<file path="src/rtl/ht_reset_pkg.sv">
// Shared types and default timing for the reset sequencer.
// Provides the FSM state encoding and a max helper used to size the counter.
package ht_reset_pkg;

  typedef enum logic [1:0] {
    ST_ASSERT  = 2'd0,
    ST_RELEASE = 2'd1,
    ST_RUN     = 2'd2,
    ST_DRAIN   = 2'd3
  } state_e;

  localparam int DEF_HOLD_CYC  = 16;
  localparam int DEF_STAGE_GAP = 4;
  localparam int DEF_DRAIN_TO  = 64;

  function automatic int max3(input int a, input int b, input int c);
    int m;
    m = (a > b) ? a : b;
    return (m > c) ? m : c;
  endfunction

endpackage

</file>
<file path="src/rtl/ht_reset_sync.sv">
// Reset synchronizer: asserts asynchronously with i_reset and deasserts
// on the second clock edge after i_reset goes low.
module ht_reset_sync (
  input  logic clk,
  input  logic i_reset,
  output logic o_rst
);

  logic meta_q;
  logic sync_q;

  // Two-stage shift of zeros out of a preset chain.
  always_ff @(posedge clk or posedge i_reset) begin
    if (i_reset) begin
      meta_q <= 1'b1;
      sync_q <= 1'b1;
    end else begin
      meta_q <= 1'b0;
      sync_q <= meta_q;
    end
  end

  assign o_rst = sync_q;

endmodule

</file>
<file path="src/rtl/ht_reset_seq.sv">
// Reset sequencer: holds all unit resets, releases them one by one with a fixed
// gap, and on a software reset drains the units before re-asserting.
module ht_reset_seq
  import ht_reset_pkg::*;
#(
  parameter int NUM_UNITS = 4,
  parameter int HOLD_CYC  = DEF_HOLD_CYC,
  parameter int STAGE_GAP = DEF_STAGE_GAP,
  parameter int DRAIN_TO  = DEF_DRAIN_TO
) (
  input  logic                 clk1x,
  input  logic                 i_reset,
  input  logic                 i_swReset,
  input  logic [NUM_UNITS-1:0] i_unitIdle,
  output logic [NUM_UNITS-1:0] r_unitReset,
  output logic                 r_ready,
  output logic                 r_busy,
  output logic                 r_timeout
);

  localparam int CNT_W = $clog2(max3(HOLD_CYC, STAGE_GAP, DRAIN_TO)) + 1;
  localparam int IDX_W = $clog2(NUM_UNITS + 1);

  logic rst_s;

  state_e               state_q,   state_d;
  logic [CNT_W-1:0]     cnt_q,     cnt_d;
  logic [IDX_W-1:0]     idx_q,     idx_d;
  logic [NUM_UNITS-1:0] unit_q,    unit_d;
  logic                 ready_q,   ready_d;
  logic                 busy_q,    busy_d;
  logic                 timeout_q, timeout_d;

  ht_reset_sync u_sync (
    .clk     (clk1x),
    .i_reset (i_reset),
    .o_rst   (rst_s)
  );

  // Next-state and output logic; counter compares are against N-1 because
  // the compare happens on the edge that would make the count reach N.
  always_comb begin
    state_d   = state_q;
    cnt_d     = cnt_q;
    idx_d     = idx_q;
    unit_d    = unit_q;
    ready_d   = 1'b0;
    busy_d    = 1'b1;
    timeout_d = timeout_q;
    case (state_q)
      ST_ASSERT: begin
        if (cnt_q == CNT_W'(HOLD_CYC - 1)) begin
          unit_d[0] = 1'b0;
          cnt_d     = '0;
          idx_d     = IDX_W'(1);
          state_d   = (NUM_UNITS == 1) ? ST_RUN : ST_RELEASE;
        end else begin
          cnt_d = cnt_q + CNT_W'(1);
        end
      end
      ST_RELEASE: begin
        if (cnt_q == CNT_W'(STAGE_GAP - 1)) begin
          for (int i = 0; i < NUM_UNITS; i++) begin
            unit_d[i] = unit_q[i] & (idx_q != IDX_W'(i));
          end
          idx_d = idx_q + IDX_W'(1);
          cnt_d = '0;
          if (idx_q == IDX_W'(NUM_UNITS - 1)) begin
            state_d = ST_RUN;
          end else begin
            state_d = ST_RELEASE;
          end
        end else begin
          cnt_d = cnt_q + CNT_W'(1);
        end
      end
      ST_RUN: begin
        if (i_swReset) begin
          state_d   = ST_DRAIN;
          timeout_d = 1'b0;
          cnt_d     = '0;
        end else begin
          ready_d = 1'b1;
          busy_d  = 1'b0;
        end
      end
      ST_DRAIN: begin
        // Idle takes priority over a coincident timeout.
        if (&i_unitIdle) begin
          state_d = ST_ASSERT;
          unit_d  = {NUM_UNITS{1'b1}};
          cnt_d   = '0;
          idx_d   = '0;
        end else if (cnt_q == CNT_W'(DRAIN_TO - 1)) begin
          state_d   = ST_ASSERT;
          unit_d    = {NUM_UNITS{1'b1}};
          cnt_d     = '0;
          idx_d     = '0;
          timeout_d = 1'b1;
        end else begin
          cnt_d = cnt_q + CNT_W'(1);
        end
      end
      default: begin
        state_d = ST_ASSERT;
        unit_d  = {NUM_UNITS{1'b1}};
        cnt_d   = '0;
        idx_d   = '0;
      end
    endcase
  end

  // State and output registers, cleared by the synchronized reset.
  always_ff @(posedge clk1x or posedge rst_s) begin
    if (rst_s) begin
      state_q   <= ST_ASSERT;
      cnt_q     <= '0;
      idx_q     <= '0;
      unit_q    <= {NUM_UNITS{1'b1}};
      ready_q   <= 1'b0;
      busy_q    <= 1'b1;
      timeout_q <= 1'b0;
    end else begin
      state_q   <= state_d;
      cnt_q     <= cnt_d;
      idx_q     <= idx_d;
      unit_q    <= unit_d;
      ready_q   <= ready_d;
      busy_q    <= busy_d;
      timeout_q <= timeout_d;
    end
  end

  assign r_unitReset = unit_q;
  assign r_ready     = ready_q;
  assign r_busy      = busy_q;
  assign r_timeout   = timeout_q;

endmodule

</file>
<file path="config.mk">
export PLATFORM = sky130hd
export DESIGN_NAME = ht_reset_seq
export DESIGN_NICKNAME = d
export VERILOG_FILES = /design/src/rtl/ht_reset_pkg.sv /design/src/rtl/ht_reset_sync.sv /design/src/rtl/ht_reset_seq.sv
export SDC_FILE = /design/constraint.sdc
export NUM_CORES = 1
export LEC_CHECK = 0
export ABC_AREA = 1
export CAP_MARGIN = 25
export CORE_UTILIZATION = 28
export CTS_BUF_LIST = sky130_fd_sc_hd__clkbuf_4 sky130_fd_sc_hd__clkbuf_8
export CTS_CLUSTER_DIAMETER = 60
export CTS_CLUSTER_SIZE = 30
export DETAILED_ROUTE_END_ITERATION = 7
export PLACE_DENSITY = 0.55
export SKIP_LAST_GASP = 1
export SLEW_MARGIN = 20
export SYNTH_ARGS = -nofsm -noshare
export SYNTH_HDL_FRONTEND = slang
export SYNTH_SLANG_ARGS = --single-unit
</file>
<file path="constraint.sdc">
create_clock -name clk1x -period 0.95 [get_ports clk1x]
set_clock_uncertainty 0.05 [all_clocks]
set_input_delay 0.19 -clock clk1x [delete_from_list [all_inputs] [get_ports clk1x]]
set_output_delay 0.19 -clock clk1x [all_outputs]
set_load 0.05 [all_outputs]
</file>
# Yosys cells after proc, flatten, opt, wreduce, memory -nomap -nowiden
# Cells that the tools add are included.
totals:
  register_bits: 21
  inputBits: 7
  output_inout_bits: 7
  wordCells: 74
classes:
  addsub: 2
  eq_ne: 16
  n_mux: 32
  bitwise_logic: 4
  n_reduce_logical: 10
op_table:
  columns: ["cell", "n"]
  rows:
  - ["7-bit 2-to-1 mux", 5]
  - ["7-bit one-hot mux with 4 select lines", 1]
  - ["4-bit AND reduction", 4]
  - ["2-bit 2-to-1 mux", 6]
  - ["3-bit 2-to-1 mux", 4]
  - ["4-bit 2-to-1 mux", 3]
  - ["2-bit inequality test, second input constant", 5]
  - ["3-bit one-hot mux with 3 select lines", 1]
  - ["1-bit 2-to-1 mux", 8]
  - ["2-bit one-hot mux with 4 select lines", 1]
  - ["7-bit by 1-bit adder with 7-bit output, second input constant", 1]
  - ["7-bit by 2-bit == test with 1-bit output, second input constant", 1]
  - ["7-bit by 4-bit == test with 1-bit output, second input constant", 1]
  - ["7-bit by 6-bit == test with 1-bit output, second input constant", 1]
  - ["3-bit by 2-bit inequality test with 1-bit output, second input constant", 2]
  - ["3-bit one-hot mux with 2 select lines", 1]
  - ["3-bit nonzero test", 2]
  - ["1-bit bitwise AND", 4]
  - ["2-bit == test, second input constant", 2]
  - ["2-bit nonzero test", 2]
  - ["3-bit by 1-bit adder with 3-bit output, second input constant", 1]
  - ["3-bit by 2-bit == test with 1-bit output, second input constant", 1]
  - ["3-bit by 1-bit inequality test with 1-bit output, second input constant", 1]
  - ["3-bit inequality test, second input constant", 1]
  - ["other kinds (5)", 5]

# Longest topological paths before layout
# Gate-level depths: netlist of run 1.
logic_depth:
  word_depth: 4
  depth_mapped: 9
  depth_no_buf: 9

# Hierarchy
# A second synthesis of run 1 with hierarchy kept.
unflattened:
  hier_cells: 151
  hier_area_um2: 1213.7
modules_own_cells:
  columns: ["mod", "n_inst", "cells_each", "area_per_inst_um2", "seq_area_each_um2"]
  rows:
  - ["ht_reset_seq", 1, 147, 1153.6, 481.7]
  - ["ht_reset_sync", 1, 4, 60.1, 52.6]

# Worst setup path before layout of run 1
# OpenSTA, ideal clock, no wires.
synth_timing:
  path_type: "reg2reg"
  from: "reg cnt_q[0]"
  to: "reg cnt_q[1]"
  setup_time_ns: 0.122
  arrival_ns: 1.204
  t_required_ns: 0.778
  path_slack_ns: -0.426
  path_stages_with_launch: 9
  n_path_buf: 0
  period_less_slack_ns: 1.376
  path_cell_list: "dfrtp_1 -> ha_1 -> nand2_2 -> nor2_2 -> nand2_2 -> nand3_2 -> nand2_2 -> nor2_2 -> nor2_1"
synth_via:
  elab_chain_len: 4
  word_cells_on_any_way: 9
  cone_classes: "add/sub (1); eq/ne (3); mux (5)"
synth_lines:
  columns: ["element", "line_no", "text"]
  rows:
  - ["start: declaration", "ht_reset_seq.sv:27", "logic [CNT_W-1:0] cnt_q, cnt_d;"]
  - ["start signal: assignment", "ht_reset_seq.sv:125", "cnt_q <= cnt_d;"]
  - ["7-bit by 1-bit adder with 7-bit output / 7-bit by 6-bit == test with 1-bit output (equally long branches)", null, null]
  - ["7-bit 2-to-1 mux", "ht_reset_seq.sv:94", "end else if (cnt_q == CNT_W'(DRAIN_TO - 1)) begin"]
  - ["7-bit 2-to-1 mux", "ht_reset_seq.sv:89", "if (&i_unitIdle) begin"]
  - ["7-bit one-hot mux with 4 select lines (*)", "ht_reset_seq.sv:50", "case (state_q)"]
# Every way passes the cells marked *; elsewhere a longest branch is shown, timed or not.
# A chain may end at the register's enable or synchronous reset.

# Worst setup path after layout of run 1
layout_timing:
  from: "reg cnt_q[1]"
  to: "reg idx_q[1]"
layout_via:
  elab_chain_len: 3
  word_cells_on_any_way: 7
  cone_classes: "eq/ne (6); reduce/logical (1)"
layout_lines:
  columns: ["element", "line_no", "text"]
  rows:
  - ["7-bit by 6-bit == test with 1-bit output (tied with other cells)", "ht_reset_seq.sv:94", null]
  - ["3-bit inequality test (no source line) / 2-bit inequality test (equally long branches)", null, null]
  - ["4-bit AND reduction (no source line) (*)", null, null]
  - ["end signal: assignment", "ht_reset_seq.sv:126", "idx_q <= idx_d;"]
  - ["end: declaration", "ht_reset_seq.sv:28", "logic [IDX_W-1:0] idx_q, idx_d;"]
# Marked as above.

==> impl_metrics.json, run 1 <==
{
  "stdcell_count": 259,
  "yosysWarningCount": 0,
  "ys_top_cells_by_area": "dfrtp_1, dfstp_2, nand2_1",
  "grt_pass1_wl_um": 4570,
  "io_buffers": 13,
  "critPathArrivalTime_ns": 1.49,
  "synth_edf_count": 0,
  "ys.flop_type": "dfrtp_1",
  "dieWidth_um": 68.0,
  "fin_crit_sh_pct": 145,
  "hold_class": "input pin to asynchronous set/reset pin",
  "yosysTopAreaCell": "dfrtp_1",
  "io_pins": 14,
  "synth.net_count": 170,
  "gp_congestion": 0.798,
  "nets": 223,
  "final_antenna_net_count": 0,
  "yosysMostFrequentCell": "nand2_1",
  "dr.pass1.iters": 4,
  "grt_max_degree": 20,
  "routed_wl_um": 2750,
  "reg2reg_depth": 10,
  "num_rows": 23,
  "ys_seq_area_share_pct": 43.8,
  "cts.htree.levels": 1,
  "dp_hpwl_um": 2130,
  "nFillCells": 403,
  "finalMaxSlewViolations": 0,
  "cap_violations": 0,
  "clk_pin_slew_ns": 0.09,
  "crit_fanout": 5,
  "failed_checks": "setup timing",
  "cp.required_ns": 1.06,
  "cts.sinks": 21,
  "drc": 0,
  "fmax_mhz": 724,
  "fin_ws_ns": -0.430,
  "antennaDiodeCount": 0,
  "cts_buffers": 3,
  "synth_seq_cells": 21,
  "ir_drop_v": 0.000780,
  "grt_overflow": 0,
  "synth_top_area_share_pct": 28.7,
  "synth-async-reset-ratio_pct": 100,
  "start_util_pct": 29.8,
  "end_kind": "flop",
  "tritoncts": "done",
  "dpl_worst_slack_ns": -0.488,
  "critical_path_class": "flop to flop",
  "clk_path_buf_depth": 2,
  "finalSetupViolations": 26,
  "core-area_um2": 4090,
  "powerDensity_nw_per_um2": 2870,
  "antenna_found_initial": 0,
  "dpl.cell_count": 250,
  "via_per_inst": 4.43,
  "wl_per_cell_um": 10.6,
  "fp.dieArea_um2": 4620,
  "grt_pass1_vias": 1023,
  "syn_area_um2": 1220,
  "insertion_delay_ns": 0.27,
  "final_hold_viol_count": 0,
  "drive_gt1_share_pct": 39.7,
  "avgSynthCellArea_um2": 7.76,
  "vias": 1147,
  "area_growth_syn_to_layout_pct": 57.9,
  "status": "finished, violations left",
  "period_needed_ns": 1.38,
  "rsz0062_at_grt": "true",
  "power_leakage_nw": 0.980,
  "synth_cells": 157,
  "crit_path_start_kind": "flop",
  "grtUsageTotal_pct": 13.5,
  "die_h_um": 68.0,
  "yosysUniqueCellTypes": 20,
  "clockRootBuffer": "clkbuf_8",
  "synth_commonest_cells": "nand2_1, inv_1, nor2_1",
  "drt_first_iter_violations": 44
}
==> registers in the layout, summed over array words and instances, names as in the netlist, named ones only <==
register       count
cnt_q              7
u_sync.o_rst       1
r_busy             1
r_timeout          1
u_sync.meta_q      1
idx_q              3
r_unitReset        4
r_ready            1
state_q            1
==> metrics by stage <==
stage | utilization (%) | setup TNS (ns) | total power [mW] | instance area (um2) | hold slack [ns]
floorplan | - | -4.86 | 3.29 | 1240 | 0.0515
global placement | 42.7 | -7.79 | 4.61 | 1740 | 0.209
detailed placement | 42.7 | -8.05 | 4.63 | 1740 | 0.217
CTS | 44.9 | -8.34 | 5.35 | 1840 | 0.179
global route | 47.1 | -9.95 | 5.95 | 1920 | 0.235
finish | 47.1 | -8.20 | 5.51 | 1920 | 0.176
==> where the power goes <==
part           internal [mW]  switching, mW
Combinational           1.59           1.78
Sequential              1.24          0.284
Clock                  0.293          0.318
Total                   3.13           2.39
==> layout make-up <==
class | instances | area, um2 | share of cell area, %
Clock inverter | 1 | 5.00 | 0.260
Multi-Input combinational cell | 110 | 698 | 36.3
Inverter | 26 | 103 | 5.33
Sequential cell | 21 | 536 | 27.8
Timing Repair Buffer | 48 | 479 | 24.9
Tap cell | 50 | 62.6 | 3.25
Clock buffer | 3 | 41.3 | 2.15
==> worst paths after layout <==
path / startpoint / endpoint / slack [ns]
max: cnt_q[1] / idx_q[1] / -0.43
min: i_reset / u_sync.o_rst / 0.18
max reg2reg: cnt_q[1] / idx_q[1] / -0.43
min reg2reg: u_sync.o_rst / idx_q[2] / 0.22
max in group asynchronous: u_sync.o_rst / r_busy / 0.41
min in group clk1x: u_sync.meta_q / u_sync.o_rst / 0.31
==> critical path, cell delays in order (launching register included) <==
cell     delay, ns
dfrtp_1       0.41
ha_4          0.19
nand2_4       0.08
nor2_4        0.04
nand2_4       0.07
nand3_4       0.07
buf_4         0.15
nand2_4       0.05
inv_4         0.05
nand3_1       0.06
nand2_1       0.06
==> metal layers <==
metal	vias to the layer above	global-route usage, %	routed length, um
li1	593	-	-
met3	4	1.50	99
met4	0	7.03	57
met1	521	18.1	1320
met5	-	0	0
met2	29	21.2	1270
==> placed cells by master, fill, tap and decap left out, types with 3 or more instances in the layout <==
master           instances
o21ai_1                  4
buf_12                   8
nor2_4                   6
dfstp_2                  7
xor2_1                   3
nand2_1                 38
dfrtp_1                 13
nor2_1                  13
buf_4                   33
o21ai_0                  4
ha_1                     5
inv_1                   19
inv_2                    5
nand3_1                  8
clkdlybuf4s50_1          6
clkbuf_8                 3
nor2_2                   3
o21bai_1                 4
nand4_1                  6
nand2_4                  5
==> logic make-up after synthesis <==
kind of cell	after synthesis	synth area share, %
xor+xnor	3	2.16
buf+inv	26	8.01
compound gates	16	7.60
fa+ha+maj	6	6.16
simple gates	83	31.1
mux	1	0.821
flops	21	43.8
other cells	1	0.308
==> timing repair <==
action | 4_1_cts | 5_1_grt
setup endpoints to repair | 26 | 26
pin swaps | 4 | 8
endpoints found under the hold margin | 0 | 0
cloned | 0 | 0
gates resized for setup | 11 | 14
hold buffers | 0 | 0
buffers inserted | 1 | 4
Note: power is estimated with default switching activity, not from simulation.
==> inputs of run 2 (changes only) <==
--- a/config.mk
+++ b/config.mk
@@ -6,7 +6,7 @@
 export NUM_CORES = 1
 export LEC_CHECK = 0
 export ABC_AREA = 1
-export CAP_MARGIN = 25
+export CAP_MARGIN = 5
 export CORE_UTILIZATION = 28
 export CTS_BUF_LIST = sky130_fd_sc_hd__clkbuf_4 sky130_fd_sc_hd__clkbuf_8
 export CTS_CLUSTER_DIAMETER = 60
==> results of run 2 <==
Same layout as run 1: the final DEF is identical, and so are final timing and power.
==> inputs of run 3 (changes only) <==
--- a/config.mk
+++ b/config.mk
@@ -12,9 +12,9 @@
 export CTS_CLUSTER_DIAMETER = 60
 export CTS_CLUSTER_SIZE = 30
 export DETAILED_ROUTE_END_ITERATION = 7
-export PLACE_DENSITY = 0.55
 export SKIP_LAST_GASP = 1
 export SLEW_MARGIN = 20
 export SYNTH_ARGS = -nofsm -noshare
 export SYNTH_HDL_FRONTEND = slang
 export SYNTH_SLANG_ARGS = --single-unit
+export TNS_END_PERCENT = 30
==> run 3 against run 2 <==
Die area stayed put. Fmax down 2.9%. Highest routed layer unchanged. Global-route usage about the same. Hold slack better by 0.019 ns. Cell count shrank 3.5%. Non-clock buffer count down 9. Critical path depth down 2. Combinational power is 7.4% lower. Final area decreased by 4.9%. Sequential power barely moved. Power decreased by 4.8%. The run still ends with setup timing left. Clock power shrank 2%.
==> impl_metrics.json, run 3 (synthesis results as in run 1) <==
{
  "status": "finished, violations left",
  "failed_checks": "setup timing",
  "gp_congestion": 0.852,
  "wl_per_cell_um": 10.9,
  "critPathArrivalTime_ns": 1.54,
  "crit_path_start_kind": "flop",
  "cts.htree.levels": 1,
  "grt_overflow": 0,
  "powerDensity_nw_per_um2": 2870,
  "grt_pass1_wl_um": 4570,
  "via_per_inst": 4.39,
  "area_growth_syn_to_layout_pct": 50.2,
  "largest_reg_flops": 7,
  "start_util_pct": 29.8,
  "io_pins": 14,
  "period_needed_ns": 1.42,
  "clockRootBuffer": "clkbuf_8",
  "top_register": "cnt_q",
  "final_antenna_net_count": 0,
  "final_cell_mix": "nand2_1, buf_4, inv_1",
  "antenna_found_initial": 0,
  "nets": 214,
  "clk_path_buf_depth": 2,
  "dpl_worst_slack_ns": -0.494,
  "rsz0062_at_grt": "true",
  "fin_ws_ns": -0.471,
  "use_met1_pct": 17.3,
  "critical_path_class": "flop to flop",
  "final_area_um2": 1830,
  "cap_violations": 0,
  "cp.required_ns": 1.06,
  "finalSetupViolations": 26,
  "power_leakage_nw": 0.930,
  "postCtsHoldBufs": 0,
  "use_met2_pct": 22.2,
  "io_buffers": 13,
  "timing.critical_path.buf_inv": 2,
  "busiest_layer": "met2",
  "insertion_delay_ns": 0.27,
  "dp_hpwl_um": 2110,
  "clk_pin_slew_ns": 0.09,
  "cts_buffers": 3,
  "fmax_mhz": 704,
  "grt_pass1_vias": 1038,
  "critical_path.top_delay_family": "flip-flops",
  "crit_fanout": 5,
  "antennaDiodeCount": 0,
  "cpPeakStageDelay_ns": 0.42,
  "core-area_um2": 4090,
  "dieWidth_um": 68.0,
  "tritoncts": "done",
  "grt_max_degree": 20,
  "final_hold_viol_count": 0,
  "cts.sinks": 21,
  "holdWs_ns": 0.195,
  "fp.dieArea_um2": 4620,
  "critPathMostFrequentCell": "buf_4",
  "placed_cell_area_um2": 1700,
  "routed_wl_um": 2720,
  "finalMaxSlewViolations": 0,
  "fin_crit_sh_pct": 150,
  "nFillCells": 391,
  "hold_class": "input pin to asynchronous set/reset pin",
  "num_rows": 23,
  "cp_cell_sequence": "ha_4, nand2_4, nor2_4, buf_4, buf_4, nand2_1, xor2_1, nor2_1",
  "drc": 0,
  "grtUsageTotal_pct": 13.5,
  "mostFrequentLayoutCell": "nand2_1",
  "tns_ns": -8.84,
  "die_h_um": 68.0,
  "p_total_mw": 5.25,
  "vias": 1097,
  "end_kind": "flop",
  "use_met3_pct": 3.50,
  "drive_gt1_share_pct": 35.5,
  "dr.pass1.iters": 4,
  "drt_first_iter_violations": 56,
  "crit_path_top_delay_cell": "dfrtp_1",
  "ir_drop_v": 0.00112
}
## run 3: cell count changes in the layout (fill, tap and decap cells not counted), moves of 2 or more
cell,change
buf_4,-9
nand2_2,+4
inv_1,+2
inv_4,-2
nand2_1,-2
nand2_4,-2
## run 3: power by group
group / total [mW] / internal (mW) / switching (mW)
Combinational: 3.13 / 1.41 / 1.72
Clock: 0.601 / 0.293 / 0.309
Sequential: 1.52 / 1.24 / 0.277
## run 3: per-stage QoR
step	util, %	std cells
global route	44.8	250
CTS	43.8	249
finish	44.8	250
floorplan	-	157
global placement	41.7	245
detailed placement	41.7	245
## run 3: worst paths after layout
kind	start	end	slack, ns	cells past startpoint
worst max-delay path	cnt_q[1]	cnt_q[4]	-0.47	8
worst min-delay path	i_reset	u_sync.meta_q	0.19	2
worst max register to register	cnt_q[1]	cnt_q[4]	-0.47	8
worst min register to register	u_sync.o_rst	idx_q[0]	0.21	2
max in group asynchronous	u_sync.o_rst	r_unitReset[0]	0.42	2
min in group clk1x	u_sync.meta_q	u_sync.o_rst	0.31	0
## run 3: routing by layer
layer / share of wire (%) / vias to the layer above
met2: 45 / 19
met1: 50 / 501
met5: 0 / -
met3: 3.2 / 2
li1: - / 575
met4: 1.2 / 0
## run 3: final cells by class
| class | count | area (um2) | area share (%) |
|---|---|---|---|
| multi-input cells | 110 | 678 | 37.0 |
| flip-flops and latches | 21 | 534 | 29.2 |
| repair buffers | 39 | 412 | 22.5 |
| inverters | 26 | 97.6 | 5.33 |
| well taps | 50 | 62.6 | 3.42 |
| clock buffers | 3 | 41.3 | 2.26 |
| clock inverters | 1 | 5.00 | 0.273 |
## run 3: worst reg2reg max path, stage by stage, from the launching register on
cell and delay (ns):
dfrtp_1 0.42, ha_4 0.20, nand2_4 0.08, nor2_4 0.05, buf_4 0.13, buf_4 0.12
nand2_1 0.06, xor2_1 0.15, nor2_1 0.06
## run 3: what timing repair did
action / CTS / global route
setup buffers: 0 / 1
pin swaps: 4 / 5
setup endpoints to repair: 26 / 26
cloned: 0 / 0
gates resized for setup: 10 / 11
